$ cat src/rtl/alp_pkg.sv
// Shared code definitions for the ALP data-path slice: ALU function, ALU shift
// and Q-register control encodings as carried on the ALK opcode bits.
package alp_pkg;

  typedef enum logic [2:0] {
    ALP_ADD   = 3'd0,
    ALP_SUB   = 3'd1,
    ALP_AND   = 3'd2,
    ALP_OR    = 3'd3,
    ALP_XOR   = 3'd4,
    ALP_PASSA = 3'd5,
    ALP_PASSB = 3'd6,
    ALP_ZERO  = 3'd7
  } alp_fn_e;

  // Code 3 behaves exactly like NONE; it is named so every opcode value maps to a member.
  typedef enum logic [1:0] {
    ALPSHF_NONE = 2'd0,
    ALPSHF_SHL  = 2'd1,
    ALPSHF_SHR  = 2'd2,
    ALPSHF_NOP3 = 2'd3
  } alp_shf_e;

  typedef enum logic [1:0] {
    ALPQ_HOLD = 2'd0,
    ALPQ_LOAD = 2'd1,
    ALPQ_SHL  = 2'd2,
    ALPQ_SHR  = 2'd3
  } alp_q_e;

endpackage

$ cat src/rtl/alp_alu.sv
// Combinational adder/logic unit of the ALP slice, producing the raw result and
// logic carry out. Decimal ADD correction is built when ALP_SLICE_BCD_EN is defined.
module alp_alu
  import alp_pkg::*;
#(
  parameter int WIDTH = 8
) (
  input  logic [WIDTH-1:0] a,
  input  logic [WIDTH-1:0] b,
  input  alp_fn_e          fn,
  input  logic             cin,
  input  logic             bcd,
  output logic [WIDTH-1:0] r,
  output logic             cout
);

  logic [WIDTH-1:0] b_sel;
  logic [WIDTH:0]   sum;

`ifdef ALP_SLICE_BCD_EN
  // Nibble-serial decimal add: any digit sum above 9 is corrected by +6 and carries.
  function automatic logic [WIDTH:0] bcd_add(input logic [WIDTH-1:0] x,
                                             input logic [WIDTH-1:0] y,
                                             input logic             c);
    logic [4:0]       s;
    logic             cy;
    logic [WIDTH-1:0] res;
    cy  = c;
    res = '0;
    for (int i = 0; i < WIDTH / 4; i++) begin
      s = {1'b0, x[4*i +: 4]} + {1'b0, y[4*i +: 4]} + {4'b0000, cy};
      if (s > 5'd9) begin
        s  = s + 5'd6;
        cy = 1'b1;
      end else begin
        cy = 1'b0;
      end
      res[4*i +: 4] = s[3:0];
    end
    return {cy, res};
  endfunction
`else
  logic unused_bcd;
  assign unused_bcd = bcd;
`endif

  assign b_sel = (fn == ALP_SUB) ? ~b : b;
  assign sum   = {1'b0, a} + {1'b0, b_sel} + {{WIDTH{1'b0}}, cin};

  always_comb begin
    r    = '0;
    cout = 1'b0;
    case (fn)
      ALP_ADD, ALP_SUB: begin
        r    = sum[WIDTH-1:0];
        cout = sum[WIDTH];
      end
      ALP_AND:   r = a & b;
      ALP_OR:    r = a | b;
      ALP_XOR:   r = a ^ b;
      ALP_PASSA: r = a;
      ALP_PASSB: r = b;
      default:   r = '0;
    endcase
`ifdef ALP_SLICE_BCD_EN
    if (fn == ALP_ADD && bcd) begin
      {cout, r} = bcd_add(a, b, cin);
    end
`endif
  end

endmodule

$ cat src/rtl/alp_slice.sv
// ALP data-path slice: ALU, ALU/Q shifters, Q register and result flags, cascadable
// LSB-to-MSB. Optional decimal ADD is enabled by defining ALP_SLICE_BCD_EN.
module alp_slice
  import alp_pkg::*;
#(
  parameter int WIDTH = 8
) (
  input  logic             qdclk_l,
  input  logic             reset_h,
  input  logic             ena_h,
  input  logic [WIDTH-1:0] a_h,
  input  logic [WIDTH-1:0] b_h,
  input  logic [6:0]       alkop_h,
  input  logic             cin_l,
  output logic             cout_l,
  input  logic             a_sil_l,
  input  logic             a_sih_l,
  output logic             a_sol_l,
  output logic             a_soh_l,
  input  logic             q_sil_l,
  input  logic             q_sih_l,
  output logic             q_sol_l,
  output logic             q_soh_l,
  input  logic             bcd_l,
  output logic [WIDTH-1:0] f_h,
  output logic [WIDTH-1:0] q_h,
  output logic             zero_h,
  output logic             neg_h
);

  alp_fn_e          fn;
  alp_shf_e         shf;
  alp_q_e           qop;
  logic [WIDTH-1:0] r_p0, f_nxt_p0, q_nxt_p0;
  logic             cout_p0;
  logic [WIDTH-1:0] f_p1, q_p1;
  logic             zero_p1, neg_p1;

  assign fn  = alp_fn_e'(alkop_h[6:4]);
  assign shf = alp_shf_e'(alkop_h[3:2]);
  assign qop = alp_q_e'(alkop_h[1:0]);

  alp_alu #(.WIDTH(WIDTH)) u_alu (
    .a    (a_h),
    .b    (b_h),
    .fn   (fn),
    .cin  (~cin_l),
    .bcd  (~bcd_l),
    .r    (r_p0),
    .cout (cout_p0)
  );

  assign cout_l = ~cout_p0;

  // Shift-out pads look only at R, never at shift-in pads, so cascades stay loop-free.
  always_comb begin
    f_nxt_p0 = r_p0;
    a_sol_l  = 1'b1;
    a_soh_l  = 1'b1;
    case (shf)
      ALPSHF_SHL: begin
        f_nxt_p0 = {r_p0[WIDTH-2:0], ~a_sil_l};
        a_soh_l  = ~r_p0[WIDTH-1];
      end
      ALPSHF_SHR: begin
        f_nxt_p0 = {~a_sih_l, r_p0[WIDTH-1:1]};
        a_sol_l  = ~r_p0[0];
      end
      default: f_nxt_p0 = r_p0;
    endcase
  end

  always_comb begin
    q_nxt_p0 = q_p1;
    q_sol_l  = 1'b1;
    q_soh_l  = 1'b1;
    case (qop)
      ALPQ_LOAD: q_nxt_p0 = f_nxt_p0;
      ALPQ_SHL: begin
        q_nxt_p0 = {q_p1[WIDTH-2:0], ~q_sil_l};
        q_soh_l  = ~q_p1[WIDTH-1];
      end
      ALPQ_SHR: begin
        q_nxt_p0 = {~q_sih_l, q_p1[WIDTH-1:1]};
        q_sol_l  = ~q_p1[0];
      end
      default: q_nxt_p0 = q_p1;
    endcase
  end

  // ---- p0 -> p1 register boundary ----
  always_ff @(posedge qdclk_l) begin
    if (reset_h) begin
      f_p1    <= '0;
      q_p1    <= '0;
      zero_p1 <= 1'b0;
      neg_p1  <= 1'b0;
    end else if (ena_h) begin
      f_p1    <= f_nxt_p0;
      q_p1    <= q_nxt_p0;
      zero_p1 <= (f_nxt_p0 == '0);
      neg_p1  <= f_nxt_p0[WIDTH-1];
    end
  end

  assign f_h    = f_p1;
  assign q_h    = q_p1;
  assign zero_h = zero_p1;
  assign neg_h  = neg_p1;

endmodule
$ cat config.mk
export PLATFORM = sky130hd
export DESIGN_NAME = alp_slice
export DESIGN_NICKNAME = d
export VERILOG_FILES = /design/src/rtl/alp_pkg.sv /design/src/rtl/alp_alu.sv /design/src/rtl/alp_slice.sv
export SDC_FILE = /design/constraint.sdc
export NUM_CORES = 1
export LEC_CHECK = 0
export BUFFER_PORTS_ARGS = -buffer_cell sky130_fd_sc_hd__buf_2
export CAP_MARGIN = 20
export CORE_MARGIN = 5
export CORE_UTILIZATION = 25
export CTS_CLUSTER_DIAMETER = 40
export DETAILED_ROUTE_END_ITERATION = 10
export PLACE_DENSITY_LB_ADDON = 0.1
export SYNTH_ARGS = -nofsm -noshare
export SYNTH_HDL_FRONTEND = slang
export SYNTH_SLANG_ARGS = --single-unit
$ cat constraint.sdc
create_clock -name qdclk_l -period 6.3 [get_ports qdclk_l]
set_input_delay 1.26 -clock qdclk_l [delete_from_list [all_inputs] [get_ports qdclk_l]]
set_output_delay 1.26 -clock qdclk_l [all_outputs]
set_load 0.01 [all_outputs]
# After elaboration in Yosys (flattened, before gate mapping)
# Cells that the tools add are included.
# totals
ff_bits	18
in_bits	32
out_inout_bits	23
wordCells	45
# op_classes
add_sub_neg	2
eq_ne	11
n_mux	9
bitwise_logic	14
reduce_logical	5
# op_table
cell	n
one-hot mux 8 bit (6 select lines)	1
one-hot mux 8 bit (3 select lines)	1
one-hot mux 8 bit (2 select lines)	1
NOT 1 bit	10
adder 8 x 8 -> 9 bit	1
adder 9 x 1 -> 9 bit	1
== test 3 bit, second input constant	3
bitwise AND 8 bit	1
zero test 8 bit	1
2-to-1 mux 8 bit	1
NOT 8 bit	1
bitwise OR 8 bit	1
bitwise XOR 8 bit	1
== test 2 bit, second input constant	3
== test 3 x 2 -> 1 bit, second input constant	2
2-to-1 mux 1 bit	5
== test 2 x 1 -> 1 bit, second input constant	2
== test 3 x 1 -> 1 bit, second input constant	1
zero test 3 bit	1
nonzero test 3 bit	1
AND reduction 2 bit	1
OR reduction 2 bit	1

# Longest topological paths before layout
# Gate-level depths: netlist (run 1).
# depth
depth_word	7
depth_mapped	16

# Hierarchy
# From an unflattened synthesis (run 1), not the netlist that was laid out.
# unflattened
hier_cells	292
area_unflattened_um2	2180.8
# modules_own_cells
mod	n_inst	cells_per_inst	area_per_inst_um2
alp_alu	1	162	1147.4
alp_slice	1	130	1033.5

# Least setup slack after synthesis (run 1)
# OpenSTA, ideal clock, no wires.
# synth_timing
path_type	input -> output
from	input port alkop_h[6]
to	output port cout_l
arrival_time_ns	4.095
required_ns	5.040
setup_slack_ns	0.945
path_stages	14
n_path_buf	2
cell_sequence	buf_6 or2_1 clkbuf_2 nor2_1 xnor2_1 fa_1 inv_1 fa_1 a211oi_1 nor3b_1 o21ai_0 a21oi_1 o21a_1 o21ai_0
# synth_between
elab_chain_cells	6
elab_cells_between_ends	8
# synth_lines
element	line	source
start, declared	alp_slice.sv:13	input logic [6:0] alkop_h,
== test 3 x 1 -> 1 bit	alp_alu.sv:47, alp_alu.sv:53	
2-to-1 mux 8 bit	alp_alu.sv:47	assign b_sel = (fn == ALP_SUB) ? ~b : b;
adder 8 x 8 -> 9 bit	alp_alu.sv:48	assign sum = {1'b0, a} + {1'b0, b_sel} + {{WIDTH{1'b0}}, cin};
adder 9 x 1 -> 9 bit	alp_alu.sv:48	
2-to-1 mux 1 bit (*)	alp_alu.sv:53	case (fn)
NOT 1 bit (*)	alp_slice.sv:53	assign cout_l = ~cout_p0;
end, declared	alp_slice.sv:15	output logic cout_l,
# Mark *: on every way between the ends. The rest lies on a longest branch, timed or not.

# Worst setup path in the final report (run 1)
# layout_timing
from	input port alkop_h[4]
to	output port cout_l
# Same word-level chain as after synthesis.

==> flow_summary.rst, run 1 <==
.. list-table::
   :header-rows: 1

   * - Metric
     - Value
   * - Main flop type after synthesis
     - dfxtp_1
   * - Worst-case reg-to-reg path depth
     - 4
   * - Clock-pin slew on the worst setup and hold paths
     - 0.07 ns
   * - Vias in the first global route
     - 1927
   * - Placed Instance Area
     - 2460 sq um
   * - Routed via count
     - 2007
   * - Minimum setup slack among reg-to-reg paths
     - 5.36 ns
   * - TritonCTS Sinks
     - 17
   * - Period utilization
     - 0.873
   * - Crit-path max cell delay
     - 0.42 ns
   * - Sink of the worst hold path
     - q_h[6]$_SDFFE_PP0P_
   * - Die height
     - 102 um
   * - Starting Density
     - 0.257
   * - Die width
     - 102 um
   * - Most used cells in the layout excluding fill and tap cells
     - buf_2 (53), inv_1 (27), mux2i_1 (25), ha_1 (25), a21oi_1 (22)
   * - Slowest stage cell, crit path
     - fa_1
   * - Hold violation total from the final report
     - 0
   * - Congestion Overflow GR
     - 0
   * - Latest clock arrival within the worst-skew pair
     - 0.25 ns
   * - Count of input and output buffers
     - 53
   * - Summed negative setup slack over all endpoints
     - 0 ns
   * - RSZ-0062 raised after global routing
     - false
   * - HPWL Detailed
     - 4.89 mm
   * - Area occupied by registers
     - 340 sq um
   * - Crit path buf inv count
     - 4
   * - Share of async-settable or async-resettable flops after synthesis
     - 0
   * - Netlist Area Pre-Place
     - 2130 sq um
   * - Finished layout cell area
     - 2510 sq um
   * - Synth-to-layout area growth
     - 18.1%
   * - Unique cell type count in the Yosys netlist
     - 55
   * - Number of iterations in the first detailed-routing pass
     - 4
   * - Multi-input gate area in the final layout
     - 1600 sq um
   * - Number of setup violations in the final report
     - 0
   * - CP Launch Type
     - primary input
   * - VDD IR max
     - 0.0608 mV
   * - Post-Place Setup Slack
     - 0.808 ns
   * - Post-cts repair resize count
     - 0
   * - Number of enable flip-flop cells after synthesis
     - 0
   * - Num CTS Buffers
     - 3
   * - Highest net fanout along the worst path
     - 21
   * - Critical Path Sink Type
     - output port
   * - #FFs+latches synth
     - 17
   * - Critical path arrival
     - 4.24 ns
   * - Commonest non-fill, non-tap cell in the layout
     - buf_2
   * - Initial antenna violation count
     - 0
   * - Root buffer cell
     - clkbuf_8
   * - Worst Slack Setup Final
     - 0.799 ns
   * - Cell-by-cell trace of the critical path
     - buf_2, inv_1, nor2_1, xnor2_1, fa_1, inv_1, fa_1, a211oi_1, nor3b_1, o21ai_0, a21oi_1, o21a_1, o21ai_0, buf_2
   * - Req. time, crit path
     - 5.04 ns
   * - Number of warning messages in the yosys log
     - 0
   * - Wire length after detailed routing
     - 6.12 mm
   * - Synthesized Nets
     - 326
   * - WHS
     - 0.492 ns
   * - Clock buffer depth
     - 2
   * - Post-detailed-route DRC marker count
     - 0
   * - Post-CTS Setup Inserts
     - 0
   * - Mapped Cells
     - 267
   * - Beginning of the worst hold path
     - q_h[6]$_SDFFE_PP0P_
   * - Fmax
     - 182 MHz
   * - Layout cell share with drive strength beyond 1
     - 0.220
   * - Slew HR
     - 0.627
   * - Pin count of the biggest net entering global routing
     - 22
   * - Status
     - finished, final reports clean
   * - CTS tree
     - yes
   * - Global-route wire length before repair
     - 9.71 mm
   * - Overall routing resource usage
     - 0.116
   * - Number of nets with antenna violations after routing
     - 0
   * - Pins over their slew limit
     - 0
   * - Placeable Area
     - 8260 sq um
   * - Num ports
     - 55
   * - Number of fill cells
     - 922
   * - Static power due to leakage
     - 1.22 nW
   * - Final layout net count
     - 373
   * - Critical path start-end classification
     - primary input to output port
   * - Final critical delay including setup and external delays
     - 5.50 ns
   * - Number of placement rows
     - 33
   * - First-iteration detailed-routing DRC count
     - 89
   * - Post-detailed-route via-to-cell ratio
     - 4.80
   * - Final setup skew
     - 0.000600 ns
   * - FF-to-FF Start
     - q_h[1]$_SDFFE_PP0P_
   * - Final RePlAce weighted congestion
     - 0.758
   * - Antenna fix cells
     - 0
   * - Max-cap viol count
     - 0
   * - Power density over the cells
     - 156 nW/um^2
   * - Routed WL per cell
     - 14.6 um
   * - Slew @ Worst Pin
     - 0.554 ns
   * - Number of H-tree levels
     - 1
   * - Cell depth of the worst hold path
     - 2
   * - Die footprint
     - 10400 sq um
   * - Seq/Total Area, Yosys
     - 0.160
   * - Worst path top cell family by delay
     - compound AO/OA/AOI/OAI gates
   * - Capturing point of the worst reg2reg path
     - q_h[0]$_SDFFE_PP0P_
   * - Min-delay worst type
     - register to register
   * - Hold buffer count at cts
     - 0
   * - Mapped Avg Cell Area
     - 7.96 sq um
-- worst reg2reg max path: cells and delay by family, from the launching register on --
family           cells  cell delay [ns]
AO/OA/AOI/OAI        2             0.33
flip-flops           1             0.38
multiplexers         1             0.10
AND/OR/NAND/NOR      1             0.06
-- sequential cells by signal, summed over array words and instances, names as in the netlist --
name	count
zero_h	1
f_h	8
q_h	8
-- power by group --
group	internal [W]	total, W	switching, W	leakage, nW
clock network	0.0000448	0.0000820	0.0000372	0.0228
registers	0.000116	0.000122	0.00000592	0.140
logic	0.0000780	0.000187	0.000109	1.05
total	0.000239	0.000391	0.000152	1.22
-- stage by stage --
stage,total power [W],cells,util
global placement,0.000313,414,0.298
finish,0.000391,418,0.304
CTS,0.000396,418,0.304
detailed placement,0.000313,414,0.298
global route,0.000424,418,0.304
floorplan,0.000257,267,-
-- layer usage --
metal	vias up	wire length [um]	track usage
li1	1048	-	-
met1	912	3120	0.171
met2	45	2660	0.181
met3	2	311	0.0212
met4	0	25	0.0121
met5	-	0	0
-- layout make-up --
| class | instances | area share |
|---|---|---|
| timing repair buffer | 56 | 0.115 |
| tap | 105 | 0.0523 |
| multi-input combinational | 209 | 0.639 |
| sequential | 17 | 0.136 |
| clock buffer | 4 | 0.0179 |
| inverter | 27 | 0.0404 |
-- worst max path at each step --
stage | slack (ns) | from | cells after the start | to
2_1_floorplan | 0.94 | alkop_h[6] | 14 | cout_l
3_3_place_gp | 0.81 | alkop_h[4] | 13 | a_soh_l
3_5_place_dp | 0.81 | alkop_h[4] | 13 | a_soh_l
4_1_cts | 0.79 | alkop_h[4] | 14 | cout_l
5_1_grt | 0.49 | alkop_h[4] | 14 | cout_l
6_report | 0.80 | alkop_h[4] | 14 | cout_l
-- Yosys cell counts (2+ instances only) --
library cell,number,area share
nor3_1,2,0.0047
nand3b_1,2,0.0071
nand3_1,5,0.012
o21ai_0,14,0.033
a211oi_1,5,0.018
a2bb2oi_1,2,0.0082
and2_1,2,0.0059
buf_1,3,0.0053
o21a_1,2,0.0071
nand2b_1,6,0.018
xor2_1,2,0.0082
a21o_1,3,0.011
nand2_1,19,0.034
o211ai_1,6,0.021
mux2_2,2,0.011
o32ai_1,2,0.0082
a221oi_1,3,0.012
ha_1,25,0.15
a21oi_1,22,0.052
nor2_1,20,0.035
nor3b_1,2,0.0071
o221ai_1,5,0.021
inv_1,27,0.048
dfxtp_1,17,0.16
xnor2_1,8,0.033
mux2i_1,25,0.12
buf_2,3,0.0071
clkbuf_1,4,0.0071
fa_1,2,0.019
nor2b_1,2,0.0059
-- cells by family after synthesis --
kind of cell    share of synthesized area
simple gates                        0.159
flops                               0.160
mux                                 0.128
xor+xnor                           0.0412
buf+inv                            0.0853
compound gates                      0.260
fa+ha+maj                           0.166
(Power assumes the default switching activity.)
==> run 2, diff against run 1 <==
--- a/config.mk
+++ b/config.mk
@@ -11,6 +11,7 @@
 export CORE_UTILIZATION = 25
 export CTS_CLUSTER_DIAMETER = 40
 export DETAILED_ROUTE_END_ITERATION = 10
+export GPL_TIMING_DRIVEN = 0
 export PLACE_DENSITY_LB_ADDON = 0.1
 export SYNTH_ARGS = -nofsm -noshare
 export SYNTH_HDL_FRONTEND = slang
==> flow_summary.rst, run 2 (synthesized netlist as in run 1, its figures left out) <==
.. list-table::
   :header-rows: 1

   * - Metric
     - Value
   * - Status
     - finished, final reports clean (unchanged)
   * - Fmax
     - 170 MHz (was 182 MHz)
   * - Die footprint
     - 10400 sq um (unchanged)
   * - Latest clock arrival within the worst-skew pair
     - 0.25 ns (about the same)
   * - Commonest non-fill, non-tap cell in the layout
     - buf_2 (unchanged)
   * - Worst-case reg-to-reg path depth
     - 4 (unchanged)
   * - Root buffer cell
     - clkbuf_8 (unchanged)
   * - Final critical delay including setup and external delays
     - 5.89 ns (was 5.50 ns)
   * - Slew HR
     - 0.395 (was 0.627)
   * - Number of iterations in the first detailed-routing pass
     - 4 (unchanged)
   * - Req. time, crit path
     - 5.04 ns (about the same)
   * - Pin count of the biggest net entering global routing
     - 11 (was 22)
   * - Min-delay worst type
     - register to register (unchanged)
   * - TritonCTS Sinks
     - 17 (unchanged)
   * - Initial antenna violation count
     - 0 (unchanged)
   * - Number of H-tree levels
     - 1 (unchanged)
   * - CTS tree
     - yes (unchanged)
   * - Period utilization
     - 0.935 (was 0.873)
   * - Final RePlAce weighted congestion
     - 0.736 (was 0.758)
   * - Post-Place Setup Slack
     - 0.307 ns (was 0.808 ns)
   * - Placed Instance Area
     - 2510 sq um (was 2460 sq um)
   * - Overall routing resource usage
     - 0.115 (was 0.116)
   * - Most used cells in the layout excluding fill and tap cells
     - buf_2 (53), inv_1 (27), mux2i_1 (25), ha_1 (25), a21oi_1 (22) (unchanged)
   * - Critical path arrival
     - 4.63 ns (was 4.24 ns)
   * - Final setup skew
     - 0.000424 ns (was 0.000600 ns)
   * - Post-detailed-route via-to-cell ratio
     - 4.82 (was 4.80)
   * - Die width
     - 102 um (unchanged)
   * - Slew @ Worst Pin
     - 0.904 ns (was 0.554 ns)
   * - HPWL Detailed
     - 5.05 mm (was 4.89 mm)
   * - Hold violation total from the final report
     - 0 (unchanged)
   * - Post-cts repair resize count
     - 0 (unchanged)
   * - Hold buffer count at cts
     - 0 (unchanged)
   * - Highest net fanout along the worst path
     - 10 (was 21)
   * - Antenna fix cells
     - 0 (unchanged)
   * - Global routing met1 resource utilization
     - 0.171 (about the same)
   * - Summed negative setup slack over all endpoints
     - 0 ns (unchanged)
   * - Final layout net count
     - 381 (was 373)
   * - Global-route wire length before repair
     - 9.70 mm (was 9.71 mm)
   * - Beginning of the worst hold path
     - q_h[6]$_SDFFE_PP0P_ (unchanged)
   * - Overall power consumption
     - 0.000394 W (was 0.000391 W)
   * - Critical Path Sink Type
     - output port (unchanged)
   * - Number of placement rows
     - 33 (unchanged)
   * - VDD IR max
     - 0.0692 mV (was 0.0608 mV)
   * - Post-detailed-route DRC marker count
     - 0 (unchanged)
   * - Post-CTS Setup Inserts
     - 0 (unchanged)
   * - Congestion Overflow GR
     - 0 (unchanged)
   * - Wire length after detailed routing
     - 6.05 mm (was 6.12 mm)
   * - Starting Density
     - 0.257 (unchanged)
   * - Num ports
     - 55 (unchanged)
   * - Number of nets with antenna violations after routing
     - 0 (unchanged)
   * - First-iteration detailed-routing DRC count
     - 113 (was 89)
   * - Finished layout cell area
     - 2550 sq um (was 2510 sq um)
   * - Cell depth of the worst hold path
     - 2 (unchanged)
   * - Busiest layer in global routing
     - met2 (unchanged)
   * - Routed via count
     - 2054 (was 2007)
   * - Layout cell share with drive strength beyond 1
     - 0.218 (was 0.220)
   * - FF-to-FF Start
     - q_h[6]$_SDFFE_PP0P_ (was q_h[1]$_SDFFE_PP0P_)
   * - Power density over the cells
     - 155 nW/um^2 (was 156 nW/um^2)
   * - CP Launch Type
     - primary input (unchanged)
   * - Minimum setup slack among reg-to-reg paths
     - 5.34 ns (was 5.36 ns)
   * - Num CTS Buffers
     - 3 (unchanged)
   * - Count of input and output buffers
     - 50 (was 53)
   * - Met3 usage in global routing
     - 0.0198 (was 0.0212)
   * - RSZ-0062 raised after global routing
     - false (unchanged)
   * - Placeable Area
     - 8260 sq um (unchanged)
   * - Worst Slack Setup Final
     - 0.411 ns (was 0.799 ns)
   * - Clock-pin slew on the worst setup and hold paths
     - 0.07 ns (about the same)
   * - Max-cap viol count
     - 0 (unchanged)
   * - Critical path start-end classification
     - primary input to output port (unchanged)
   * - Routed WL per cell
     - 14.2 um (was 14.6 um)
   * - Vias in the first global route
     - 1942 (was 1927)
   * - Die height
     - 102 um (unchanged)
   * - Pins over their slew limit
     - 0 (unchanged)
   * - Met2 track demand over resource
     - 0.179 (was 0.181)
   * - Fraction of the core area covered by cells at the end of the flow
     - 0.309 (was 0.304)
   * - Number of setup violations in the final report
     - 0 (unchanged)
   * - Crit path from
     - alkop_h[4] (unchanged)
   * - Synth-to-layout area growth
     - 20.1% (was 18.1%)
   * - Static power due to leakage
     - 1.23 nW (was 1.22 nW)
   * - Clock buffer depth
     - 2 (unchanged)
[run 2: changes by cell type in the layout (fill, tap and decap cells not counted)]
cell      delta
buf_8        +1
clkbuf_1     +4
clkbuf_2     +1
buf_6        +1
buf_4        -2
buf_1        +3
[run 2: final timing paths]
check,to
setup / recovery,a_soh_l
hold / removal,q_h[6]$_SDFFE_PP0P_
setup reg to reg,q_h[7]$_SDFFE_PP0P_
hold reg to reg,q_h[6]$_SDFFE_PP0P_
[run 2: critical path, stage by stage]
cell and delay, ns:
buf_2 0.10, buf_2 0.22, inv_1 0.18, nor2_1 0.74
xnor2_1 0.18, fa_1 0.47, nor2b_1 0.14, o211ai_1 0.14
a211oi_1 0.33, nor4_1 0.09, a311oi_1 0.48, nand2_1 0.14
buf_2 0.17
[run 2: routing by layer]
layer  wire length [um]  vias to the layer above  part of all wire
met5                  0                        -                 0
met4                 24                        0            0.0040
met3                267                        2             0.044
met2               2720                       37              0.45
met1               3040                      950              0.50
li1                   -                     1065                 -
[run 2: layout make-up]
cell class,count,area [sq um]
timing repair buffer,50,250
sequential,17,340
tap,105,131
inverter,27,101
fill,951,5710
buffer,14,80.1
multi-input combinational,209,1600
clock buffer,4,45.0
[run 2: where the power goes]
group,internal (W),total [W],switching [W]
combinational,0.0000802,0.000189,0.000108
clock,0.0000449,0.0000836,0.0000387
sequential,0.000116,0.000122,0.00000616
[run 2: metrics by stage]
step	hold slack [ns]	cells
floorplan	0.497	267
global placement	0.477	422
detailed placement	0.492	422
CTS	0.502	426
global route	0.529	426
finish	0.493	426
==> run 3, diff against run 2 <==
--- a/config.mk
+++ b/config.mk
@@ -13,6 +13,8 @@
 export DETAILED_ROUTE_END_ITERATION = 10
 export GPL_TIMING_DRIVEN = 0
 export PLACE_DENSITY_LB_ADDON = 0.1
+export SETUP_SLACK_MARGIN = 0.5
+export SKIP_LAST_GASP = 1
 export SYNTH_ARGS = -nofsm -noshare
 export SYNTH_HDL_FRONTEND = slang
 export SYNTH_SLANG_ARGS = --single-unit
==> flow_summary.rst, run 3 (synthesized netlist as in run 1, its figures left out) <==
.. list-table::
   :header-rows: 1

   * - Metric
     - Value
   * - Pins over their slew limit
     - 0 (unchanged)
   * - Antenna fix cells
     - 0 (unchanged)
   * - Global-route wire length before repair
     - 9.74 mm (was 9.70 mm)
   * - Overall power consumption
     - 0.000395 W (was 0.000394 W)
   * - CTS tree
     - yes (unchanged)
   * - Num ports
     - 55 (unchanged)
   * - Cell-by-cell trace of the critical path
     - buf_2, buf_2, inv_1, nor2_4, xnor2_1, fa_1, inv_1, fa_1, a211oi_1, nor3b_1, o21ai_0, a21oi_1, o21a_1, o21ai_0, buf_2 (was buf_2, buf_2, inv_1, nor2_1, xnor2_1, fa_1, nor2b_1, o211ai_1, a211oi_1, nor4_1, a311oi_1, nand2_1, buf_2)
   * - Final cell count without fillers
     - 426 (unchanged)
   * - Routed WL per cell
     - 14.2 um (about the same)
   * - Vias in the first global route
     - 1952 (was 1942)
   * - Layout cell share with drive strength beyond 1
     - 0.221 (was 0.218)
   * - WHS
     - 0.493 ns (about the same)
   * - Max-cap viol count
     - 0 (unchanged)
   * - Highest net fanout along the worst path
     - 10 (unchanged)
   * - Summed negative setup slack over all endpoints
     - 0 ns (unchanged)
   * - Overall routing resource usage
     - 0.116 (was 0.115)
   * - Critical Path Sink Type
     - output port (unchanged)
   * - Count of input and output buffers
     - 50 (unchanged)
   * - Final layout net count
     - 381 (unchanged)
   * - First-iteration detailed-routing DRC count
     - 115 (was 113)
   * - Clock-pin slew on the worst setup and hold paths
     - 0.07 ns (about the same)
   * - Post-CTS Setup Inserts
     - 0 (unchanged)
   * - Post-detailed-route DRC marker count
     - 0 (unchanged)
   * - Die footprint
     - 10400 sq um (unchanged)
   * - Slew HR
     - 0.559 (was 0.395)
   * - Period utilization
     - 0.866 (was 0.935)
   * - Crit-path max cell delay
     - 0.41 ns (was 0.74 ns)
   * - Root buffer cell
     - clkbuf_8 (unchanged)
   * - TritonCTS Sinks
     - 17 (unchanged)
   * - Critical path arrival
     - 4.19 ns (was 4.63 ns)
   * - Starting Density
     - 0.257 (unchanged)
   * - Req. time, crit path
     - 5.04 ns (about the same)
   * - Status
     - finished, final reports clean (unchanged)
   * - Pin count of the biggest net entering global routing
     - 11 (unchanged)
   * - Number of iterations in the first detailed-routing pass
     - 4 (unchanged)
   * - Number of setup violations in the final report
     - 0 (unchanged)
   * - Worst path most repeated cell
     - buf_2 (unchanged)
   * - Num CTS Buffers
     - 3 (unchanged)
   * - Placeable Area
     - 8260 sq um (unchanged)
   * - Placed Instance Area
     - 2510 sq um (unchanged)
   * - Fmax
     - 183 MHz (was 170 MHz)
   * - Number of placement rows
     - 33 (unchanged)
   * - Final critical delay including setup and external delays
     - 5.45 ns (was 5.89 ns)
   * - RSZ-0062 raised after global routing
     - false (unchanged)
   * - Wire length after detailed routing
     - 6.07 mm (was 6.05 mm)
   * - Routed via count
     - 2054 (unchanged)
   * - Static power due to leakage
     - 1.23 nW (about the same)
   * - Hold violation total from the final report
     - 0 (unchanged)
   * - Most used cells in the layout excluding fill and tap cells
     - buf_2 (53), inv_1 (27), mux2i_1 (25), ha_1 (25), a21oi_1 (22) (unchanged)
   * - Critical path start-end classification
     - primary input to output port (unchanged)
   * - Slew @ Worst Pin
     - 0.662 ns (was 0.904 ns)
   * - Die width
     - 102 um (unchanged)
   * - Initial antenna violation count
     - 0 (unchanged)
   * - Cell total after placement
     - 422 (unchanged)
   * - HPWL Detailed
     - 5.05 mm (unchanged)
   * - Congestion Overflow GR
     - 0 (unchanged)
   * - Power density over the cells
     - 154 nW/um^2 (was 155 nW/um^2)
   * - Post-detailed-route via-to-cell ratio
     - 4.82 (unchanged)
   * - Number of nets with antenna violations after routing
     - 0 (unchanged)
   * - Finished layout cell area
     - 2560 sq um (was 2550 sq um)
   * - CP Launch Type
     - primary input (unchanged)
   * - Number of H-tree levels
     - 1 (unchanged)
   * - VDD IR max
     - 0.0692 mV (about the same)
   * - Commonest non-fill, non-tap cell in the layout
     - buf_2 (unchanged)
   * - Min-delay worst type
     - register to register (unchanged)
   * - Slowest stage cell, crit path
     - fa_1 (was nor2_1)
   * - Die height
     - 102 um (unchanged)
   * - Final RePlAce weighted congestion
     - 0.736 (unchanged)
   * - Final setup skew
     - 0.000425 ns (was 0.000424 ns)
   * - Synth-to-layout area growth
     - 20.4% (was 20.1%)
   * - Clock buffer depth
     - 2 (unchanged)
   * - Latest clock arrival within the worst-skew pair
     - 0.25 ns (about the same)
-- run 3: cell count changes in the layout (fill, tap and decap cells not counted) --
cell    change
nor2_4      +1
nor2_1      -1
-- run 3: layout make-up --
| cell class | instances | area (sq um) |
|---|---|---|
| plain buffers | 14 | 80.1 |
| clock buffers | 4 | 45.0 |
| fillers | 953 | 5700 |
| inverters | 27 | 101 |
| multi-input cells | 209 | 1610 |
| flip-flops and latches | 17 | 340 |
| well taps | 105 | 131 |
| repair buffers | 50 | 250 |
-- run 3: power breakdown --
part	leakage [nW]	internal (W)	switching (W)	total [W]
clock network	0.0228	0.0000449	0.0000387	0.0000836
logic	1.07	0.0000803	0.000109	0.000189
registers	0.140	0.000116	0.00000616	0.000122
total	1.23	0.000241	0.000154	0.000395
-- run 3: timing repair --
action | CTS | global route
endpoints found under the hold margin | 0 | 0
hold buffers | 0 | 0
endpoints found under the setup margin | 2 | 2
gates resized for setup | 1 | 1
-- run 3: per-stage QoR --
step	utilization	setup slack, ns
after floorplan	-	0.945
after global placement	0.304	0.295
after detailed placement	0.304	0.307
after CTS	0.309	0.585
after global routing	0.310	0.503
final	0.310	0.845
-- run 3: final timing paths --
| path | cells after the start | endpoint | startpoint | slack (ns) |
|---|---|---|---|---|
| worst max-delay path | 15 | cout_l | alkop_h[4] | 0.85 |
| worst min-delay path | 2 | q_h[6]$_SDFFE_PP0P_ | q_h[6]$_SDFFE_PP0P_ | 0.49 |
| worst max register to register | 4 | q_h[7]$_SDFFE_PP0P_ | q_h[6]$_SDFFE_PP0P_ | 5.34 |
| worst min register to register | 2 | q_h[6]$_SDFFE_PP0P_ | q_h[6]$_SDFFE_PP0P_ | 0.49 |
-- run 3: critical path, delay by kind of cell --
family | cells | cell delay [ns]
compound gates | 5 | 0.87
xor+xnor | 1 | 0.19
fa+ha+maj | 2 | 0.65
simple gates | 2 | 0.47
buf+inv | 5 | 0.74
-- run 3: layer usage --
metal | vias up | GRT usage | routed length (um)
met1 | 949 | 0.171 | 3040
li1 | 1066 | - | -
met2 | 37 | 0.180 | 2730
met3 | 2 | 0.0198 | 267
met5 | - | 0 | 0
met4 | 0 | 0.0151 | 24
